File: config.mk
export PLATFORM = sky130hd
export DESIGN_NAME = mem_read_streamer
export DESIGN_NICKNAME = d
export VERILOG_FILES = /design/src/rtl/mem_read_streamer_pkg.sv /design/src/rtl/rd_buf2.sv /design/src/rtl/mem_read_streamer.sv
export SDC_FILE = /design/constraint.sdc
export NUM_CORES = 1
export LEC_CHECK = 0
export CAP_MARGIN = 20
export CORE_MARGIN = 1.5
export CORE_UTILIZATION = 47
export DETAILED_ROUTE_END_ITERATION = 8
export GPL_TIMING_DRIVEN = 0
export PLACE_DENSITY = 0.74
export SETUP_SLACK_MARGIN = 0.15
export SYNTH_ARGS = -nofsm -noshare
export SYNTH_HDL_FRONTEND = slang
export SYNTH_HIERARCHICAL = 1
export SYNTH_SLANG_ARGS = --single-unit
File: constraint.sdc
create_clock -name clk -period 2.95 [get_ports clk]
set_input_delay 0.59 -clock clk [delete_from_list [all_inputs] [get_ports clk]]
set_output_delay 0.59 -clock clk [all_outputs]
set_load 0.005 [all_outputs]
File: src/rtl/mem_read_streamer_pkg.sv
// Shared definitions for the read streamer: FSM state encoding, buffer depth and default widths.
package mem_read_pkg;

    localparam int DEF_ADDR_WIDTH = 7;
    localparam int DEF_DATA_WIDTH = 32;
    localparam int BUF_DEPTH      = 2;

    typedef enum logic [1:0] {
        IDLE  = 2'd0,
        RUN   = 2'd1,
        DRAIN = 2'd2,
        DONE  = 2'd3
    } state_t;

endpackage

File: src/rtl/rd_buf2.sv
// Two-entry synchronous FIFO; o_data always presents the head entry.
module rd_buf2
    import mem_read_pkg::*;
#(
    parameter int DATA_WIDTH = DEF_DATA_WIDTH
) (
    input  logic                  clk,
    input  logic                  rst_n,
    input  logic                  i_push,
    input  logic [DATA_WIDTH-1:0] i_data,
    input  logic                  i_pop,
    output logic [DATA_WIDTH-1:0] o_data,
    output logic [1:0]            o_occ
);

    logic [DATA_WIDTH-1:0] r_mem [BUF_DEPTH];
    logic                  r_wr_ptr;
    logic                  r_rd_ptr;
    logic [1:0]            r_occ;

    always_ff @(posedge clk or negedge rst_n) begin
        if (!rst_n) begin
            for (int i = 0; i < BUF_DEPTH; i++) begin
                r_mem[i] <= '0;
            end
            r_wr_ptr <= 1'b0;
            r_rd_ptr <= 1'b0;
            r_occ    <= 2'd0;
        end else begin
            if (i_push) begin
                r_mem[r_wr_ptr] <= i_data;
                r_wr_ptr        <= ~r_wr_ptr;
            end
            if (i_pop) begin
                r_rd_ptr <= ~r_rd_ptr;
            end
            // Simultaneous push and pop leaves occupancy unchanged.
            unique case ({i_push, i_pop})
                2'b10:   r_occ <= r_occ + 2'd1;
                2'b01:   r_occ <= r_occ - 2'd1;
                default: r_occ <= r_occ;
            endcase
        end
    end

    assign o_data = r_mem[r_rd_ptr];
    assign o_occ  = r_occ;

endmodule

File: src/rtl/mem_read_streamer.sv
// Burst reader: issues base+i reads to a 1-cycle-latency memory and streams the words out valid/ready.
// Define READ_LAST_EN to add the last_o end-of-burst marker.
module mem_read_streamer
    import mem_read_pkg::*;
#(
    parameter int ADDR_WIDTH = DEF_ADDR_WIDTH,
    parameter int DATA_WIDTH = DEF_DATA_WIDTH,
    parameter int LEN_WIDTH  = ADDR_WIDTH + 1
) (
    input  logic                  clk,
    input  logic                  rst_n,
    input  logic                  start_i,
    input  logic [ADDR_WIDTH-1:0] base_addr_i,
    input  logic [LEN_WIDTH-1:0]  len_i,
    output logic                  mem_en_o,
    output logic [ADDR_WIDTH-1:0] mem_addr_o,
    input  logic [DATA_WIDTH-1:0] mem_rdata_i,
    output logic [DATA_WIDTH-1:0] data_o,
    output logic                  valid_o,
    input  logic                  ready_i,
    output logic                  busy_o,
    output logic                  done_o,
`ifdef READ_LAST_EN
    output logic                  last_o,
`endif
    output logic [1:0]            dbg_state_o
);

    // Stream handshake: a beat transfers in any cycle where valid_o && ready_i;
    // while valid_o is high and ready_i low, data_o and valid_o hold their values.

    state_t                r_state;
    state_t                w_next_state;
    logic [ADDR_WIDTH-1:0] r_base;
    logic [LEN_WIDTH-1:0]  r_len;
    logic [LEN_WIDTH-1:0]  r_issued;
    logic [LEN_WIDTH-1:0]  r_accepted;
    logic                  r_inflight;

    logic [1:0]            w_occ;
    logic [DATA_WIDTH-1:0] w_head;
    logic                  w_pop;
    logic                  w_room;
    logic                  w_mem_en;
    logic                  w_last_issue;
    logic                  w_last_accept;
    logic                  w_start;

    rd_buf2 #(
        .DATA_WIDTH (DATA_WIDTH)
    ) u_buf (
        .clk    (clk),
        .rst_n  (rst_n),
        .i_push (r_inflight),
        .i_data (mem_rdata_i),
        .i_pop  (w_pop),
        .o_data (w_head),
        .o_occ  (w_occ)
    );

    assign valid_o = (w_occ != 2'd0);
    assign w_pop   = valid_o && ready_i;
    assign w_start = (r_state == IDLE) && start_i;

    // Words held plus the one returning this cycle, minus the one leaving, must leave a free slot.
    assign w_room        = ({1'b0, w_occ} + {2'b00, r_inflight}) < (3'd2 + {2'b00, w_pop});
    assign w_mem_en      = (r_state == RUN) && (r_issued < r_len) && w_room;
    assign w_last_issue  = w_mem_en && (r_issued == r_len - LEN_WIDTH'(1));
    assign w_last_accept = w_pop && (r_accepted == r_len - LEN_WIDTH'(1));

    always_comb begin
        w_next_state = r_state;
        case (r_state)
            IDLE: begin
                if (start_i) begin
                    w_next_state = (len_i == '0) ? DONE : RUN;
                end
            end
            RUN: begin
                if (w_last_issue) begin
                    w_next_state = DRAIN;
                end
            end
            DRAIN: begin
                if (w_last_accept) begin
                    w_next_state = DONE;
                end
            end
            DONE: begin
                w_next_state = IDLE;
            end
            default: begin
                w_next_state = IDLE;
            end
        endcase
    end

    always_ff @(posedge clk or negedge rst_n) begin
        if (!rst_n) begin
            r_state <= IDLE;
        end else begin
            r_state <= w_next_state;
        end
    end

    always_ff @(posedge clk or negedge rst_n) begin
        if (!rst_n) begin
            r_base     <= '0;
            r_len      <= '0;
            r_issued   <= '0;
            r_accepted <= '0;
            r_inflight <= 1'b0;
        end else begin
            r_inflight <= w_mem_en;
            if (w_start) begin
                r_base     <= base_addr_i;
                r_len      <= len_i;
                r_issued   <= '0;
                r_accepted <= '0;
            end else begin
                if (w_mem_en) begin
                    r_issued <= r_issued + LEN_WIDTH'(1);
                end
                if (w_pop) begin
                    r_accepted <= r_accepted + LEN_WIDTH'(1);
                end
            end
        end
    end

    // Address wraps naturally at 2^ADDR_WIDTH.
    assign mem_en_o    = w_mem_en;
    assign mem_addr_o  = r_base + r_issued[ADDR_WIDTH-1:0];
    assign data_o      = w_head;
    assign busy_o      = (r_state != IDLE);
    assign done_o      = (r_state == DONE);
    assign dbg_state_o = r_state;

`ifdef READ_LAST_EN
    assign last_o = valid_o && (r_accepted == r_len - LEN_WIDTH'(1));
`endif

endmodule

==> out/qor.yml <==
synthesis:
  synth_warnings: 6
  avgSynthCellArea_um2: 11.8
  synth_area_mm2: 0.00544
  ys_seq_area_frac: 0.469
  async_flop_share: 1.00
  synth_flop_cell: "dfrtp_1"
  syn_nets: 538
  ys_seq_elements: 102
  synth-edff-count: 0
  synthCells: 461
  post_synth_num_cell_types: 51
worst_setup_path:
  cp_num_buf_inv: 2
  end_kind: "output port"
  r2r_slack_ps: 370
  worstPathArrival_ps: 2190
  crit_path_start_kind: "flip-flop"
  reg2reg_from: "r_len[0]"
  crit_start: "r_base[0]"
  slowest_delay_ps: 380
  crit_path_max_fanout: 2
  slowest_stage: "dfrtp_1"
  critical-path-top-delay-family: "adder cells"
  worst-r2r-cell-count: 8
  crit_required_ps: 2360
  worst-setup-path-type: "reg2out"
  r2r-end: "dbg_state_o[1]"
  cp_num_cells: 10
  endpoint: "mem_addr_o[6]"
  path_cells: "ha_2 -> inv_1 -> fa_2 -> nor2b_1 -> o21ai_1 -> a21oi_1 -> o21a_1 -> nor2_1 -> xnor2_1 -> buf_2"
global_routing:
  grtUsageTotal: 0.206
  grt_max_degree: 58
  grt-ovfl-total: 0
  antenna_found_initial: 0
  grt_pass1_wl_um: 20300
  grt_pass1_vias: 4041
cts:
  h-tree-depth: 3
  path_clk_slew_ps: 70
  clock_latency_ps: 340
  clk_path_buf_depth: 2
  cts_made_buffers: 9
  ctsRootBufferMaster: "clkbuf_16"
  cts_tree: "yes"
  clock_sinks: 102
drt:
  wirelength_um: 12100
  drt_first_pass_iters: 4
  drt_iter0_markers: 198
  routedWlPerCell_um: 16.6
  remaining_drc_errors: 0
  vias: 3927
  via_per_inst: 5.36
  drtAntennaViolNets: 0
power:
  leakage_nw: 3.05
  power_per_cell_area_mw_per_mm2: 1070
  totalPowerFinal_mw: 7.59
  peakVddDrop_uv: 517
placement:
  io_buffers: 95
  dp_hpwl_um: 8790
  placed_cell_area_mm2: 0.00660
  globalplace.congestion: 0.908
  dp.cells: 700
sta:
  min_period_ps: 2780
  skew_ps: 7.24
  final-max-slew-violation-count: 0
  hold_viol: 0
  relSlewSlack: 0.601
  max_freq_ghz: 0.360
  tightest_slew_ps: 598
  setup_viol: 0
  rsz0062_at_grt: "true"
  fin_setup_tns_ps: 0
  fin_crit_sh: 0.942
run:
  maxCapViolCount: 0
cells_and_area:
  final_cells: 733
  antennaDiodeCount: 0
  final_common_cell: "mux2_2"
  final_area_mm2: 0.00708
  fillers: 907
  drive_above_1_share: 0.302
  seqCellArea_mm2: 0.00256
  syn_to_final_growth_pct: 30.1
  fin_nets: 663
  multiInputGateArea_mm2: 0.00274
  final_cell_mix: "100 x mux2_2, 97 x dfrtp_1, 90 x clkdlybuf4s50_1"
die:
  die_y_um: 111
  dieWidth_um: 111
  num_io_pins: 96
  die_area_mm2: 0.0122
  std_cell_rows: 39
  core-area_mm2: 0.0114
  start_util: 0.479
status:
  status: "complete, no violations"
worst_hold_path:
  worstHoldPathType: "in2async"
==> Yosys cell counts (6+ instances only) <==
cell      instances  area share
nor2_1           24       0.017
xor2_1           18       0.029
mux2_2          100        0.21
ha_1             25       0.057
nand2_1          18       0.012
inv_1            26       0.018
nand4_1          10       0.011
a21oi_1          16       0.015
xnor2_1          18       0.029
o21ai_0          20       0.018
dfrtp_1         102        0.47
clkbuf_1          8      0.0055
buf_4             6      0.0083
==> where the power goes <==
part | internal, mW | switching, mW
clock | 0.574 | 0.527
sequential | 2.05 | 0.383
combinational | 2.39 | 1.67
==> area by class of cell <==
| cell class | count | share of cell area |
|---|---|---|
| clock buffer | 9 | 0.0318 |
| tap | 143 | 0.0253 |
| multi-input combinational | 313 | 0.387 |
| buffer | 20 | 0.0186 |
| sequential | 102 | 0.361 |
| clock inverter | 6 | 0.00654 |
| timing repair buffer | 114 | 0.156 |
| inverter | 26 | 0.0138 |
==> metrics by stage <==
stage	hold slack (ps)	setup slack (ps)	utilization
final	256	172	0.623
after global routing	300	43.7	0.623
after CTS	272	9.31	0.614
after detailed placement	479	-449	0.580
after global placement	463	-2380	0.578
after floorplan	294	696	-
==> sequential cells by signal (all words and copies together), names as in the netlist <==
| register | flops |
|---|---|
| dbg_state_o | 2 |
| r_accepted | 8 |
| r_base | 7 |
| r_inflight | 1 |
| r_issued | 8 |
| r_len | 8 |
| u_buf/o_occ | 2 |
| u_buf/r_mem | 64 |
| u_buf/r_rd_ptr | 1 |
| u_buf/r_wr_ptr | 1 |
==> worst min path at each step <==
stage                    startpoint         endpoint  slack (ps)  depth (start not counted)
global placement    u_buf/r_mem[52]  u_buf/r_mem[52]         460                          1
floorplan                     rst_n   dbg_state_o[0]         290                          0
global route                  rst_n  u_buf/r_mem[18]         300                          1
CTS                           rst_n  u_buf/r_mem[50]         270                          1
finish                        rst_n  u_buf/r_mem[18]         260                          1
detailed placement  u_buf/r_mem[53]  u_buf/r_mem[53]         480                          1
==> repair_timing <==
action	in CTS	in global routing
pin swaps	5	7
gates resized for setup	28	13
hold buffers	0	0
setup endpoints to repair	4	7
setup buffers	9	9
==> cells by family (layout without fill, tap and decap cells) <==
| group | Yosys count | after routing | synth area share |
|---|---|---|---|
| xor gates and xnor gates | 36 | 36 | 0.0579 |
| muxes | 102 | 102 | 0.211 |
| adders and majority gates | 26 | 26 | 0.0611 |
| and+or+nand+nor | 89 | 89 | 0.0853 |
| DFF | 102 | 102 | 0.469 |
| AOI/OAI and AO/OA | 60 | 60 | 0.0763 |
| buffers and inverters | 46 | 175 | 0.0393 |
==> per-layer routing <==
| layer | track usage | share of wire | up-vias | wire [um] |
|---|---|---|---|---|
| met1 | 0.269 | 0.45 | 1935 | 5490 |
| met2 | 0.350 | 0.49 | 103 | 5960 |
| met4 | 0.0573 | 0.012 | 0 | 149 |
| met5 | 0 | 0 | - | 0 |
| li1 | - | - | 1873 | - |
| met3 | 0.0384 | 0.045 | 16 | 546 |
(Power assumes the default switching activity.)
==> edit 1 (config.mk and constraints unchanged) <==
Build with the macro `READ_LAST_EN` defined.
--- a/src/rtl/mem_read_streamer.sv
+++ b/src/rtl/mem_read_streamer.sv
@@ -1,5 +1,7 @@
 // Burst reader: issues base+i reads to a 1-cycle-latency memory and streams the words out valid/ready.
 // Define READ_LAST_EN to add the last_o end-of-burst marker.
+`define READ_LAST_EN
+
 module mem_read_streamer
     import mem_read_pkg::*;
 #(
Formal check against the unedited RTL (old outputs only; new: last_o): equivalent (equiv_simple and equiv_induct, registers matched by name and starting in step).
==> edit 1 against the unedited design <==
Worst hold slack worse by 0.036 ns. Core utilization up 2.4 points. Setup slack better by 0.029 ns. Routed wire length down 2.5%. Sequential cell count unchanged. Maximum frequency up 1.1%. Area after synthesis down 0.92%. Power up 5.9%. Critical path depth down 4. Largest power group unchanged. Cell count down 3.3%. Cell area up 0.80%.
==> edit 1: results (changes against the unedited design) <==
----------------------------------------------------
[Run status]
  Outcome ... finished clean (unchanged)

[Power and ir drop]
  Clock share of power ... 15.9% (was 14.5%)
  Net Sw Power ... 2.72 mW (was 2.58 mW)
  Leakage dissipation ... 3.05 nW (about the same)
  Combinational power ... 4.29 mW (was 4.05 mW)

[Drt]
  Wire per inst ... 16.7 µm (was 16.6 µm)
  Number of optimization iterations in the first detailed-route pass ... 4 (unchanged)
  Met2 layer wire length in the routed design ... 6030 µm (was 5960 µm)
  Routed length on met3 ... 510 µm (was 546 µm)
  DRT met1 WL ... 5070 µm (was 5490 µm)
  Via count ... 3,797 (was 3,927)

[Finish]
  Fraction of layout instances using a drive strength above 1 ... 31.8% (was 30.2%)
  Fill count ... 850 (was 907)
  Nets ... 642 (was 663)

[Worst setup path]
  Worst setup path startpoint ... r_issued[1] (was r_base[0])
  Largest stage delay on the critical path ... 0.52 ns (was 0.38 ns)
  FF-to-FF setup slack ... 0.48 ns (was 0.37 ns)
  Cell type of the slowest stage on the worst timing path ... sky130_fd_sc_hd__clkdlybuf4s50_1 (was sky130_fd_sc_hd__dfrtp_1)
  Endpoint of the most critical setup path ... mem_addr_o[3] (was mem_addr_o[6])
  Critical path arrival ... 2.16 ns (was 2.19 ns)
  Kind of cell with the highest combined delay on the critical path ... buffers and inverters (was adder cells)

[Timing]
  Minimum clock period after layout ... 2.75 ns (was 2.78 ns)
  Layout Skew ... 0.00853 ns (was 0.00724 ns)

[Global route]
  Fraction of met1 tracks used by global routing ... 26.1% (was 26.9%)
  GR met2 Demand/Resource ... 34.2% (was 35.0%)
  Wire length of the first global-routing pass ... 18,800 µm (was 20,300 µm)
  Via count of the first global-routing pass ... 3,933 (was 4,041)
  Met3 Track Usage GR ... 3.17% (was 3.84%)
  Largest net degree at the start of global routing ... 65 (was 58)

[Placement]
  Pre-CTS worst setup slack ... -0.310 ns (was -0.449 ns)
  Detailed placement HPWL ... 8390 µm (was 8790 µm)
  IO buf count ... 96 (was 95)
  Final GP Congestion ... 0.858 (was 0.908)

[Synth]
  Area contributors post-synth ... sky130_fd_sc_hd__dfrtp_1 47%, sky130_fd_sc_hd__mux2_2 21%, sky130_fd_sc_hd__ha_1 5.8%, sky130_fd_sc_hd__xnor2_1 3.2%, sky130_fd_sc_hd__xor2_1 3.2% (was sky130_fd_sc_hd__dfrtp_1 47%, sky130_fd_sc_hd__mux2_2 21%, sky130_fd_sc_hd__ha_1 5.7%, sky130_fd_sc_hd__xnor2_1 2.9%, sky130_fd_sc_hd__xor2_1 2.9%)
  Post-synth design cell area ... 5390 µm² (was 5440 µm²)
  Sequential fraction of the synthesis area ... 47.3% (was 46.9%)

[CTS]
  Buffers inserted by post-CTS timing repair ... 8 (was 9)
  Cts repair resizes ... 32 (was 28)

----------------------------------------------------
## edit 1: logic make-up (layout without fill, tap and decap cells)
logic type               after synthesis  in the layout  synth area share [%]
multiplexers                         104            104                  21.7
flip-flops                           102            102                  47.3
AND/OR/NAND/NOR                       87             87                  8.86
AO/OA/AOI/OAI                         42             42                  5.29
XOR/XNOR                              42             42                  7.33
buffers and inverters                 40            166                  3.34
adder cells (fa/ha/maj)               26             26                  6.17
## edit 1: per-stage QoR
stage	cells	power [mW]	cell area (µm²)	hold WS (ns)
floorplan	443	4.77	5390	0.294
global placement	679	6.23	6530	0.463
detailed placement	680	6.38	6550	0.473
CTS	703	7.90	7010	0.231
global route	709	8.57	7140	0.254
finish	709	8.04	7140	0.220
## edit 1: area by class of cell
type / count / share of cell area [%]
buffer: 20 / 1.61
clock buffer: 9 / 3.16
clock inverter: 6 / 1.31
inverter: 20 / 1.05
multi-input combinational: 301 / 39.2
sequential: 102 / 35.9
tap: 140 / 2.45
timing repair buffer: 111 / 15.3
==> edit 2 (same settings) <==
Made on the original files. Make the reset (`rst_n`) synchronous in 3 clocked blocks.
--- a/src/rtl/rd_buf2.sv
+++ b/src/rtl/rd_buf2.sv
@@ -18,7 +18,7 @@
     logic                  r_rd_ptr;
     logic [1:0]            r_occ;
 
-    always_ff @(posedge clk or negedge rst_n) begin
+    always_ff @(posedge clk) begin
         if (!rst_n) begin
             for (int i = 0; i < BUF_DEPTH; i++) begin
                 r_mem[i] <= '0;
--- a/src/rtl/mem_read_streamer.sv
+++ b/src/rtl/mem_read_streamer.sv
@@ -95,7 +95,7 @@
         endcase
     end
 
-    always_ff @(posedge clk or negedge rst_n) begin
+    always_ff @(posedge clk) begin
         if (!rst_n) begin
             r_state <= IDLE;
         end else begin
@@ -103,7 +103,7 @@
         end
     end
 
-    always_ff @(posedge clk or negedge rst_n) begin
+    always_ff @(posedge clk) begin
         if (!rst_n) begin
             r_base     <= '0;
             r_len      <= '0;
Function: differs if rst_n is asserted again (counterexample within 4 cycles, from zero or initial values and one cycle with rst_n low); with rst_n held inactive, the same outputs for 10 cycles.
==> edit 2 against the unedited design <==
Sequential cell count is 1 higher. Area after synthesis fell by 5.2%. Largest cell class is now sequential cells. Cell area decreased by 6.2%. Highest routed layer unchanged. Routed wire length is 8.7% lower. Setup slack lost 0.036 ns. Maximum frequency down 1.3%. Critical path type unchanged. Sequential share of layout area up 4.9 points.
Power is not compared: it rests on default switching activity, and its combinational part moved more than twofold at a synthesized area within 25%.
==> edit 2: results (changes against the unedited design) <==
----------------------------------------------------
[Worst setup path]
  Largest stage delay on the critical path ... 0.45 ns (was 0.38 ns)
  Worst setup path startpoint ... r_issued[4] (was r_base[0])
  Reg-to-Reg End ... dbg_state_o[1] (unchanged)
  Source of the worst register-to-register timing path ... r_len[0] (unchanged)
  Peak fanout along the critical path ... 4 (was 2)
  Kind of cell with the highest combined delay on the critical path ... compound AO/OA/AOI/OAI gates (was adder cells)

[Synth]
  Sequential fraction of the synthesis area ... 52.4% (was 46.9%)
  Synthesized Nets ... 573 (was 538)
  Synth async-reset ratio ... 0% (was 100%)
  Most frequently used flop master after synthesis ... sky130_fd_sc_hd__edfxtp_1 (was sky130_fd_sc_hd__dfrtp_1)
  EDFF count, synth ... 64 (was 0)

[Timing]
  Worst slew slack as a fraction of its limit ... 43.1% (was 60.1%)

[Placement]
  Final GP Congestion ... 0.836 (was 0.908)
  IO buf count ... 94 (was 95)
  Detailed placement HPWL ... 8030 µm (was 8790 µm)
  Pre-CTS worst setup slack ... -0.300 ns (was -0.449 ns)

[CTS]
  Clock network latency to the later pin of the worst-skew pair ... 0.38 ns (was 0.34 ns)
  CTS clock-pin slew for the worst setup and hold paths ... 0.10 ns (was 0.07 ns)

[Finish]
  Fill count ... 906 (was 907)
  Nets ... 691 (was 663)

[Hold path]
  Type of the worst min-delay path ... reg -> reg (was in -> async)

[Global route]
  Via count of the first global-routing pass ... 3,790 (was 4,041)
  Wire length of the first global-routing pass ... 17,800 µm (was 20,300 µm)

[Run status]
  Outcome ... finished clean (unchanged)

[Drt]
  Final WL ... 11,100 µm (was 12,100 µm)

----------------------------------------------------
edit 2: worst max-delay path by stage:
stage | endpoint | slack, ns | cells after the start
after CTS | mem_en_o | 0.16 | 8
final | mem_en_o | 0.14 | 7
after global routing | mem_en_o | 0.02 | 8
after floorplan | mem_en_o | 0.61 | 7
after detailed placement | mem_en_o | -0.30 | 6
after global placement | mem_en_o | -0.31 | 6
edit 2: stage by stage:
stage	instances	power [mW]	hold WS (ns)
6_report	759	3.85	0.476
5_1_grt	759	4.07	0.511
4_1_cts	755	3.86	0.478
3_5_place_dp	733	3.01	0.462
3_3_place_gp	730	2.96	0.461
2_1_floorplan	496	2.46	0.448
edit 2: final cells by class:
class | count | area, µm² | area share [%]
Buffer | 23 | 119 | 1.79
Clock buffer | 9 | 124 | 1.86
Clock inverter | 7 | 55.1 | 0.829
Inverter | 22 | 82.6 | 1.24
Multi-Input combinational cell | 348 | 2290 | 34.5
Sequential cell | 103 | 2730 | 41.1
Tap cell | 140 | 175 | 2.64
Timing Repair Buffer | 107 | 1070 | 16.1
edit 2: logic make-up after synthesis:
| group | after synthesis | share of synthesized area [%] |
|---|---|---|
| muxes | 34 | 7.37 |
| xor gates and xnor gates | 45 | 7.79 |
| and+or+nand+nor | 200 | 16.2 |
| AOI/OAI and AO/OA | 43 | 5.97 |
| DFF | 103 | 52.4 |
| buffers and inverters | 45 | 3.86 |
| adders and majority gates | 26 | 6.45 |
edit 2: report_power, final:
group          internal (mW)  leakage, nW  switching (mW)
combinational          0.694         1.48           0.573
sequential              1.68        0.988          0.0789
clock                  0.317       0.0919           0.509
total                   2.69         2.56            1.16
edit 2: routing by layer:
metal	track usage, %	share of wire, %	vias to the layer above
li1	-	-	1913
met1	23.9	42	1778
met3	4.96	6.7	16
met2	35.1	50	135
met4	5.83	1.5	0
met5	0	0	-
